==> config.mk <==
export PLATFORM = sky130hd
export DESIGN_NAME = navegador_cursor_flat
export DESIGN_NICKNAME = d
export VERILOG_FILES = /design/src/rtl/navegador_pkg.sv /design/src/rtl/navegador_cursor_if.sv /design/src/rtl/navegador_cursor_detector_flanco.sv /design/src/rtl/navegador_cursor.sv /design/src/flat_wrapper.sv
export SDC_FILE = /design/constraint.sdc
export NUM_CORES = 1
export LEC_CHECK = 0
export CORE_UTILIZATION = 55
export DETAILED_ROUTE_END_ITERATION = 8
export HOLD_SLACK_MARGIN = 0.1
export PLACE_DENSITY_LB_ADDON = 0.15
export SLEW_MARGIN = 10
export SYNTH_ARGS = -nofsm -noshare
export SYNTH_HDL_FRONTEND = slang
export SYNTH_SLANG_ARGS = --single-unit
==> constraint.sdc <==
create_clock -name clk_100Mhz -period 3.1 [get_ports clk_100Mhz]
set_input_delay 0.31 -clock clk_100Mhz [delete_from_list [all_inputs] [get_ports clk_100Mhz]]
set_output_delay 0.31 -clock clk_100Mhz [all_outputs]
set_load 0.05 [all_outputs]
==> src/rtl/navegador_pkg.sv <==
// navegador_pkg
//   Shared definitions for the push-button cursor navigator:
//   - dir_t   : direction encoding; its numeric value also selects the
//               matching bit of the 4-bit direction-button vector
//   - state_t : direction FSM state encoding
//   - default grid size and auto-repeat timing constants
//   - prioridad(): picks one direction out of several simultaneous rises
package navegador_pkg;

  typedef enum logic [1:0] {
    ARRIBA = 2'd0,
    ABAJO  = 2'd1,
    IZQ    = 2'd2,
    DER    = 2'd3
  } dir_t;

  typedef enum logic [1:0] {
    IDLE   = 2'd0,
    HOLD   = 2'd1,
    REPEAT = 2'd2
  } state_t;

  // Index of the select button in the 5-bit button vector; the four
  // direction buttons occupy indices 0..3 in dir_t order.
  localparam int BTN_ELIGE = 4;

  localparam int COLS_DEF       = 32;
  localparam int ROWS_DEF       = 16;
  localparam int HOLD_CYC_DEF   = 50_000_000;
  localparam int REPEAT_CYC_DEF = 10_000_000;

  // Fixed priority arriba > abajo > izq > der when rises coincide.
  function automatic dir_t prioridad(input logic [3:0] rises);
    dir_t d;
    if (rises[0])      d = ARRIBA;
    else if (rises[1]) d = ABAJO;
    else if (rises[2]) d = IZQ;
    else               d = DER;
    return d;
  endfunction

endpackage

==> src/rtl/navegador_cursor_if.sv <==
// navegador_cursor_if
//   Bundles the five filtered button levels with the cursor/select outputs.
//   Modports:
//     master : button source / cursor consumer (drives boton_*, reads cursor)
//     slave  : the navigator itself (reads boton_*, drives cursor/select)
//   Signals:
//     boton_arriba/abajo/izq/der/elige : debounced button levels
//     cursor_col, cursor_row           : current cursor position
//     mov_pulse                        : one cycle after each cursor change
//     sel_pulse, sel_addr              : select strobe with linear address
interface navegador_cursor_if import navegador_pkg::*; #(
  parameter int COLS = COLS_DEF,
  parameter int ROWS = ROWS_DEF
) ();

  localparam int COL_W  = $clog2(COLS);
  localparam int ROW_W  = $clog2(ROWS);
  localparam int ADDR_W = $clog2(COLS * ROWS);

  logic              boton_arriba;
  logic              boton_abajo;
  logic              boton_izq;
  logic              boton_der;
  logic              boton_elige;
  logic [COL_W-1:0]  cursor_col;
  logic [ROW_W-1:0]  cursor_row;
  logic              mov_pulse;
  logic              sel_pulse;
  logic [ADDR_W-1:0] sel_addr;

  modport master (
    output boton_arriba, boton_abajo, boton_izq, boton_der, boton_elige,
    input  cursor_col, cursor_row, mov_pulse, sel_pulse, sel_addr
  );

  modport slave (
    input  boton_arriba, boton_abajo, boton_izq, boton_der, boton_elige,
    output cursor_col, cursor_row, mov_pulse, sel_pulse, sel_addr
  );

endinterface

==> src/rtl/navegador_cursor_detector_flanco.sv <==
// detector_flanco
//   Single-bit rising-edge detector for a filtered button level.
//   Ports:
//     clk   : clock
//     reset : synchronous active-high reset
//     level : button level
//     rise  : high while level=1 and the previous sampled level was 0
//   The previous-value register keeps sampling the input while reset is
//   asserted, so a button already held when reset is released produces
//   no rise.
module detector_flanco (
  input  logic clk,
  input  logic reset,
  input  logic level,
  output logic rise
);

  logic prev;

  // Reset deliberately loads the live input rather than 0.
  always_ff @(posedge clk) begin
    if (reset) prev <= level;
    else       prev <= level;
  end

  assign rise = level & ~prev;

endmodule

==> src/rtl/navegador_cursor.sv <==
// navegador_cursor
//   Turns five debounced push-button levels into text-cursor motion on a
//   COLS x ROWS grid: single step per press, auto-repeat while a direction
//   stays held, wrap-around at row/column ends, and a one-cycle select
//   strobe carrying row*COLS+col.
//   Ports:
//     clk_100Mhz : system clock, rising edge
//     reset      : synchronous active-high reset
//     bus        : navegador_cursor_if.slave (buttons in, cursor/select out)
module navegador_cursor import navegador_pkg::*; #(
  parameter int COLS       = COLS_DEF,
  parameter int ROWS       = ROWS_DEF,
  parameter int HOLD_CYC   = HOLD_CYC_DEF,
  parameter int REPEAT_CYC = REPEAT_CYC_DEF
) (
  input logic               clk_100Mhz,
  input logic               reset,
  navegador_cursor_if.slave bus
);

  localparam int COL_W   = $clog2(COLS);
  localparam int ROW_W   = $clog2(ROWS);
  localparam int ADDR_W  = $clog2(COLS * ROWS);
  localparam int CNT_MAX = (HOLD_CYC > REPEAT_CYC) ? HOLD_CYC : REPEAT_CYC;
  localparam int CNT_W   = $clog2(CNT_MAX + 1);

  localparam logic [CNT_W-1:0] HOLD_LAST   = CNT_W'(HOLD_CYC - 1);
  localparam logic [CNT_W-1:0] REPEAT_LAST = CNT_W'(REPEAT_CYC - 1);
  localparam logic [COL_W-1:0] COL_LAST    = COL_W'(COLS - 1);
  localparam logic [ROW_W-1:0] ROW_LAST    = ROW_W'(ROWS - 1);

  logic [4:0] levels;
  logic [4:0] rises;
  logic [3:0] dir_rises;
  logic [3:0] dir_levels;

  state_t           state_q, state_d;
  dir_t             dir_q, dir_d;
  logic [CNT_W-1:0] cnt_q, cnt_d;

  logic held;
  logic move_en;
  dir_t move_dir;

  logic [COL_W-1:0]  col_q, col_d;
  logic [ROW_W-1:0]  row_q, row_d;
  logic              mov_q;
  logic              sel_q;
  logic [ADDR_W-1:0] addr_q;
  logic [ADDR_W-1:0] lin_addr;

  // Bit order follows dir_t so a direction indexes its own button.
  assign levels = {bus.boton_elige, bus.boton_der, bus.boton_izq,
                   bus.boton_abajo, bus.boton_arriba};

  for (genvar i = 0; i < 5; i++) begin : g_flanco
    detector_flanco u_flanco (
      .clk   (clk_100Mhz),
      .reset (reset),
      .level (levels[i]),
      .rise  (rises[i])
    );
  end

  assign dir_rises  = rises[3:0];
  assign dir_levels = levels[3:0];
  assign held       = dir_levels[dir_q];

  always_ff @(posedge clk_100Mhz) begin
    if (reset) begin
      state_q <= IDLE;
      dir_q   <= ARRIBA;
      cnt_q   <= '0;
    end else begin
      state_q <= state_d;
      dir_q   <= dir_d;
      cnt_q   <= cnt_d;
    end
  end

  // Release always wins over terminal count, so a button let go on the
  // same edge the counter expires produces no move.
  always_comb begin
    state_d = state_q;
    dir_d   = dir_q;
    cnt_d   = cnt_q;
    case (state_q)
      IDLE: begin
        if (|dir_rises) begin
          dir_d   = prioridad(dir_rises);
          cnt_d   = '0;
          state_d = HOLD;
        end
      end
      HOLD: begin
        if (!held) begin
          state_d = IDLE;
          cnt_d   = '0;
        end else if (cnt_q == HOLD_LAST) begin
          cnt_d   = '0;
          state_d = REPEAT;
        end else begin
          cnt_d = cnt_q + CNT_W'(1);
        end
      end
      REPEAT: begin
        if (!held) begin
          state_d = IDLE;
          cnt_d   = '0;
        end else if (cnt_q == REPEAT_LAST) begin
          cnt_d = '0;
        end else begin
          cnt_d = cnt_q + CNT_W'(1);
        end
      end
      default: begin
        state_d = IDLE;
        cnt_d   = '0;
      end
    endcase
  end

  // Other direction rises are not looked at outside IDLE, so they are
  // dropped rather than queued.
  always_comb begin
    move_en  = 1'b0;
    move_dir = dir_q;
    case (state_q)
      IDLE: begin
        move_en  = |dir_rises;
        move_dir = prioridad(dir_rises);
      end
      HOLD:    move_en = held && (cnt_q == HOLD_LAST);
      REPEAT:  move_en = held && (cnt_q == REPEAT_LAST);
      default: move_en = 1'b0;
    endcase
  end

  // Wrap arithmetic: horizontal moves carry into the row at line ends.
  always_comb begin
    col_d = col_q;
    row_d = row_q;
    case (move_dir)
      DER: begin
        if (col_q == COL_LAST) begin
          col_d = '0;
          row_d = (row_q == ROW_LAST) ? '0 : row_q + ROW_W'(1);
        end else begin
          col_d = col_q + COL_W'(1);
        end
      end
      IZQ: begin
        if (col_q == '0) begin
          col_d = COL_LAST;
          row_d = (row_q == '0) ? ROW_LAST : row_q - ROW_W'(1);
        end else begin
          col_d = col_q - COL_W'(1);
        end
      end
      ARRIBA: row_d = (row_q == '0) ? ROW_LAST : row_q - ROW_W'(1);
      ABAJO:  row_d = (row_q == ROW_LAST) ? '0 : row_q + ROW_W'(1);
      default: begin
        col_d = col_q;
        row_d = row_q;
      end
    endcase
  end

  // Uses the registered cursor, i.e. the position before any move taken
  // on the same edge. COLS is constant, so this reduces to a shift for
  // power-of-two widths.
  assign lin_addr = ADDR_W'(row_q) * ADDR_W'(COLS) + ADDR_W'(col_q);

  // Cursor, move strobe and select capture.
  always_ff @(posedge clk_100Mhz) begin
    if (reset) begin
      col_q  <= '0;
      row_q  <= '0;
      mov_q  <= 1'b0;
      sel_q  <= 1'b0;
      addr_q <= '0;
    end else begin
      mov_q <= move_en;
      sel_q <= rises[BTN_ELIGE];
      if (move_en) begin
        col_q <= col_d;
        row_q <= row_d;
      end
      if (rises[BTN_ELIGE]) addr_q <= lin_addr;
    end
  end

  assign bus.cursor_col = col_q;
  assign bus.cursor_row = row_q;
  assign bus.mov_pulse  = mov_q;
  assign bus.sel_pulse  = sel_q;
  assign bus.sel_addr   = addr_q;

endmodule

==> src/flat_wrapper.sv <==
// flat-port wrapper written by rule: the top's interface ports become plain ports
module navegador_cursor_flat import navegador_pkg::*;
#(
  parameter int COLS       = COLS_DEF,
  parameter int ROWS       = ROWS_DEF,
  parameter int HOLD_CYC   = HOLD_CYC_DEF,
  parameter int REPEAT_CYC = REPEAT_CYC_DEF
)
  (clk_100Mhz, reset, bus_boton_arriba, bus_boton_abajo, bus_boton_izq, bus_boton_der, bus_boton_elige, bus_cursor_col, bus_cursor_row, bus_mov_pulse, bus_sel_pulse, bus_sel_addr);
  navegador_cursor_if #(.COLS(COLS), .ROWS(ROWS)) bus_i ();
  input logic clk_100Mhz;
  input logic reset;
  input wire logic [$bits(bus_i.boton_arriba)-1:0] bus_boton_arriba;
  input wire logic [$bits(bus_i.boton_abajo)-1:0] bus_boton_abajo;
  input wire logic [$bits(bus_i.boton_izq)-1:0] bus_boton_izq;
  input wire logic [$bits(bus_i.boton_der)-1:0] bus_boton_der;
  input wire logic [$bits(bus_i.boton_elige)-1:0] bus_boton_elige;
  output wire logic [$bits(bus_i.cursor_col)-1:0] bus_cursor_col;
  output wire logic [$bits(bus_i.cursor_row)-1:0] bus_cursor_row;
  output wire logic [$bits(bus_i.mov_pulse)-1:0] bus_mov_pulse;
  output wire logic [$bits(bus_i.sel_pulse)-1:0] bus_sel_pulse;
  output wire logic [$bits(bus_i.sel_addr)-1:0] bus_sel_addr;
  assign bus_i.boton_arriba = bus_boton_arriba;
  assign bus_i.boton_abajo = bus_boton_abajo;
  assign bus_i.boton_izq = bus_boton_izq;
  assign bus_i.boton_der = bus_boton_der;
  assign bus_i.boton_elige = bus_boton_elige;
  assign bus_cursor_col = bus_i.cursor_col;
  assign bus_cursor_row = bus_i.cursor_row;
  assign bus_mov_pulse = bus_i.mov_pulse;
  assign bus_sel_pulse = bus_i.sel_pulse;
  assign bus_sel_addr = bus_i.sel_addr;
  navegador_cursor #(.COLS(COLS), .ROWS(ROWS), .HOLD_CYC(HOLD_CYC), .REPEAT_CYC(REPEAT_CYC)) u_core (.clk_100Mhz(clk_100Mhz), .reset(reset), .bus(bus_i));
endmodule
## Word level (Yosys, flattened, before mapping)

Cells that the tools add are included.

- Logic and storage cells: 82
- Register bits after elaboration: 55
- Input port bits: 7
- Output and inout port bits: 20

- Equal/unequal tests: 14
- Reductions and logical operators: 12
- $lt $le $gt $ge: 1
- Multiplexer cells: 26
- $add $sub $neg: 6
- Bitwise gates (word level): 10

Operators with widths:

| kind | number |
|---|---|
| 26-bit two-way mux | 5 |
| 26-bit one-hot mux with 3 select lines | 1 |
| 26-bit by 1-bit adder with 26-bit output, second input constant | 1 |
| 26-bit by 24-bit equality test with 1-bit output, second input constant | 1 |
| 26-bit equality test, second input constant | 1 |
| 4-bit two-way mux | 4 |
| 4-bit one-hot mux with 4 select lines | 1 |
| 2-bit two-way mux | 7 |
| 5-bit two-way mux | 2 |
| 5-bit one-hot mux with 2 select lines | 1 |
| 9-bit by 5-bit adder with 9-bit output | 1 |
| 2-bit equality test, second input constant | 3 |
| 2-bit by 1-bit inequality test with 1-bit output, second input constant | 3 |
| 2-bit one-hot mux with 3 select lines | 1 |
| 3-bit AND reduction | 2 |
| 5-bit by 1-bit adder with 5-bit output, second input constant | 1 |
| 1-bit AND | 5 |
| 5-bit equality test, second input constant | 1 |
| 5-bit zero test | 1 |
| 1-bit NOT | 5 |
| 5-bit by 1-bit subtractor with 5-bit output, second input constant | 1 |
| 4-bit by 1-bit adder with 4-bit output, second input constant | 1 |
| 2-bit by 1-bit equality test with 1-bit output, second input constant | 2 |
| 4-bit equality test, second input constant | 1 |
| other kinds (13) | 17 |

## Logic depth before layout (Yosys ltp)

- Depth in word-level cells: 9
- Gate-level depth with buffers: 9

## Hierarchy

A second synthesis with hierarchy kept.

- Cells, all modules: 340
- Area, all modules: 2969.1 µm²

Modules (own cells, without submodules):

| module | cells each | instances | area each (µm²) | sequential area each (µm²) |
|---|---|---|---|---|
| navegador_cursor | 330 | 1 | 2800.2 | 1001.0 |
| detector_flanco | 2 | 5 | 33.8 | 20.0 |

## Worst setup path after synthesis

Ideal clock, no wire load.

- Path type: reg-to-reg
- Start: reg u_core.cnt_q[7]
- End: reg u_core.cnt_q[15]
- Arrival: 2276 ps
- Setup slack: 707 ps
- Period minus slack after synthesis: 2393 ps
- Required time: 2983 ps
- Stages on the path, launching flop included: 8
- Buffers on the path: 1
- Path through: dfxtp_1 or4b_1 or4_4 o311ai_4 a21oi_1 o21ai_2 buf_2 nor2_1

- Longest elaborated chain between the ends: 4
- Elaborated cells between the ends (all ways): 8
- Those cells by class: add/sub: 1; eq/ne: 2; mux: 5

RTL lines:

| item | line | text |
|---|---|---|
| start: declaration | navegador_cursor.sv:39 | `logic [CNT_W-1:0] cnt_q, cnt_d;` |
| start signal: assignment | navegador_cursor.sv:77 | `cnt_q <= cnt_d;` |
| 26-bit by 1-bit adder with 26-bit output (tied with other cells) | navegador_cursor.sv:103, navegador_cursor.sv:113 |  |
| 26-bit two-way mux (on tied branches) | navegador_cursor.sv:110, navegador_cursor.sv:99 |  |
| 26-bit two-way mux (on tied branches) | navegador_cursor.sv:107, navegador_cursor.sv:96 |  |
| 26-bit one-hot mux with 3 select lines * | navegador_cursor.sv:87 | `case (state_q)` |

Mark *: on every way between the ends. The rest lies on a longest branch, timed or not.
A chain may end at the register's enable or synchronous reset.

## Final worst setup path

- Start: reg u_core.cnt_q[0]
- End: reg u_core.cnt_q[11]

Same word-level chain as after synthesis.

==> flow_metrics.tcl <==
set metrics [dict create \
    numCtsBuffers 5 \
    slowest_delay_ns 0.64 \
    num_rows 26 \
    leakage_nw 1.18 \
    fillCellCount 487 \
    peakVddDrop_uv 252 \
    skew_ns 0.00869 \
    gr-total-overflow 0 \
    post_cts_resized 0 \
    status "completed" \
    syn_area_um2 2940 \
    grt_usage_pct 23.2 \
    final_cell_mix "55 x nand2_1, 55 x dfxtp_1, 33 x a21oi_1" \
    detail_route.wirelength_mm 6.10 \
    post_cts_buffers 0 \
    synth_area_per_cell_um2 8.09 \
    multiInputGateArea_um2 1710 \
    period_minus_slack_ns 2.77 \
    grt-busiest-layer "met2" \
    start_util_pct 57.2 \
    rr_worst_depth 8 \
    hold_end "u_core.bus.sel_addr[5]" \
    drv_slew 0 \
    drt_iter0_markers 90 \
    cp-start-kind "register" \
    crit_slowest_cell "or4_4" \
    cp.arrival_ns 2.96 \
    yosys.area.top_type_share_pct 37.5 \
    hold_viol 0 \
    required_ns 3.30 \
    worstSkewPairLatency_ns 0.31 \
    synthCells 363 \
    fin_crit_sh_pct 89.3 \
    fmax_mhz 361 \
    powerDensity_nw_per_um2 491 \
    port_buffers 26 \
    r2r_setup_slack_ns 0.33 \
    ys.flop_type "dfxtp_1" \
    drive_gt1_share_pct 6.91 \
    tightest_slew_ns 0.895 \
    met3_usage_pct 2.81 \
    place_ws_ns 0.372 \
    route.detailed.drc 0 \
    htreeDepth 2 \
    path_clk_slew_ns 0.10 \
    fin_ws_ns 0.331 \
    grt_pass1_vias 2278 \
    reg2reg_from "u_core.cnt_q[0]" \
    hpwl_mm 4.49 \
    num_vias 2592 \
    grt_pass1_wl_mm 10.1 \
    gp_congestion 0.841 \
    chipHeight_um 75.1 \
    cp_cell_sequence "ha_1 > nand3_1 > or4_4 > o311ai_4 > a21oi_1 > o21ai_2 > buf_4 > o21ai_0" \
    fin_tns_setup_ns 0 \
    hold_path.startpoint "u_core.bus.sel_addr[5]" \
    yosys_register_bits 55 \
    postLayoutCellArea_um2 3380 \
    coreArea_um2 5140 \
    end_kind "register" \
    timing.critical_path.buf_inv 1 \
    synth_nets 380 \
    cap_violations 0 \
    crit_fanout 14 \
    dp_cells 453 \
    yosysWarnings 0 \
    critPathTopFamily "compound AO/OA/AOI/OAI gates" \
    ctsHoldBuffers 0 \
    postPlaceCellArea_um2 3280 \
    hold-path-cell-count 2 \
    ys_seq_area_share_pct 37.5 \
    rr_endpoint "u_core.cnt_q[11]" \
    slew_headroom_pct 40.4 \
    antenna_found_initial 0 \
    fp.dieArea_um2 5640 \
    die_width_um 75.1 \
    hold_class "register to register" \
    drt-wirelength-per-cell_um 13.2 \
    area_growth_pct 15.0 \
    synth_edf_count 0 \
    drtAntennaViolNets 0 \
    synth_top_area_cell "dfxtp_1" \
    synthDistinctLibCells 56 \
    io_pins 27 \
    grt_max_degree 20 \
    fin_cells 461 \
    ys_async_sr_fraction_pct 0 \
    nNetsFinal 407 \
    first_pass_iters 4 \
    clockRootBuffer "clkbuf_8" \
    met1_usage_pct 29.0 \
    path_class "register to register" \
    synthTopCellsByArea "dfxtp_1 37%, nand2_1 7.0%, a21oi_1 5.6%, ha_1 4.3%, nand3_1 3.9%" \
    finalSetupViolations 0 \
    via_per_inst 5.62 \
    clock-sinks 55 \
    antenna_cells 0 \
    rsz0062_at_grt "no" \
    clk_path_buf_depth 2 \
    seqCellArea_um2 1100 \
    cts_tree "done" \
    use_met2_pct 41.3 \
]
-- how the worst max path moves through the flow --
stage                               start                to  slack [ns]  cells past startpoint
after global routing      u_core.cnt_q[0]  u_core.cnt_q[11]        0.16                      8
after CTS                 u_core.cnt_q[7]  u_core.cnt_q[11]        0.35                      7
after floorplan           u_core.cnt_q[7]  u_core.cnt_q[15]        0.71                      7
after detailed placement  u_core.cnt_q[7]  u_core.cnt_q[11]        0.37                      7
after global placement    u_core.cnt_q[7]  u_core.cnt_q[11]        0.42                      7
final                     u_core.cnt_q[0]  u_core.cnt_q[11]        0.33                      8
-- cell families after synthesis --
logic type                 count (synthesis)  synth area share (%)
xor gates and xnor gates                  17                  5.07
AOI/OAI and AO/OA                         74                  17.0
DFF                                       55                  37.5
adders and majority gates                 10                  4.26
buffers and inverters                     28                  4.17
muxes                                      4                  1.79
and+or+nand+nor                          175                  30.3
-- final cells by class --
type,count,share of cell area (%)
multi-input cells,280,50.7
flip-flops and latches,55,32.6
repair buffers,34,9.48
clock buffers,7,2.85
well taps,70,2.59
clock inverters,1,0.222
inverters,14,1.55
-- per-layer routing --
| layer | vias up | share of wire, % |
|---|---|---|
| li1 | 1340 | - |
| met1 | 1211 | 46 |
| met2 | 34 | 50 |
| met3 | 7 | 2.7 |
| met4 | 0 | 1.2 |
| met5 | - | 0 |
-- report_power, final --
group,switching [mW],internal (mW)
Clock,0.233,0.204
Combinational,0.272,0.164
Sequential,0.0470,0.741
-- flip-flops by register name, indices dropped and copies added, names as in the netlist --
name                           count
u_core.state_q                     2
u_core.g_flanco.u_flanco.prev      5
u_core.bus.sel_pulse               1
u_core.bus.cursor_col              5
u_core.bus.mov_pulse               1
u_core.cnt_q                      26
u_core.bus.sel_addr                9
u_core.bus.cursor_row              4
u_core.dir_q                       2
-- stage by stage --
| step | util (%) | power [mW] | hold slack [ns] |
|---|---|---|---|
| 6_report | 65.7 | 1.66 | 0.457 |
| 5_1_grt | 65.7 | 1.75 | 0.480 |
| 4_1_cts | 65.7 | 1.67 | 0.460 |
| 3_5_place_dp | 63.7 | 1.24 | 0.446 |
| 3_3_place_gp | 63.7 | 1.23 | 0.440 |
| 2_1_floorplan | - | 1.12 | 0.338 |
-- worst register-to-register path, stage by stage, from the launching register on --
cell and delay, ns:
dfxtp_1 0.41, ha_1 0.20, nand3_1 0.20, or4_4 0.64, o311ai_4 0.36, a21oi_1 0.34
o21ai_2 0.21, buf_4 0.21, o21ai_0 0.10
-- cell usage after synthesis, types with 5 or more instances --
cell / count
nand3_1: 23
clkbuf_1: 7
nor2_1: 30
nand2b_1: 6
a21oi_1: 33
ha_1: 10
o21ai_0: 12
inv_1: 14
nor3_1: 9
a211oi_1: 5
xor2_1: 10
dfxtp_1: 55
xnor2_1: 7
nand4_1: 7
nand2_1: 55
nor2b_1: 10
and3_1: 5
(Power assumes the default switching activity.)
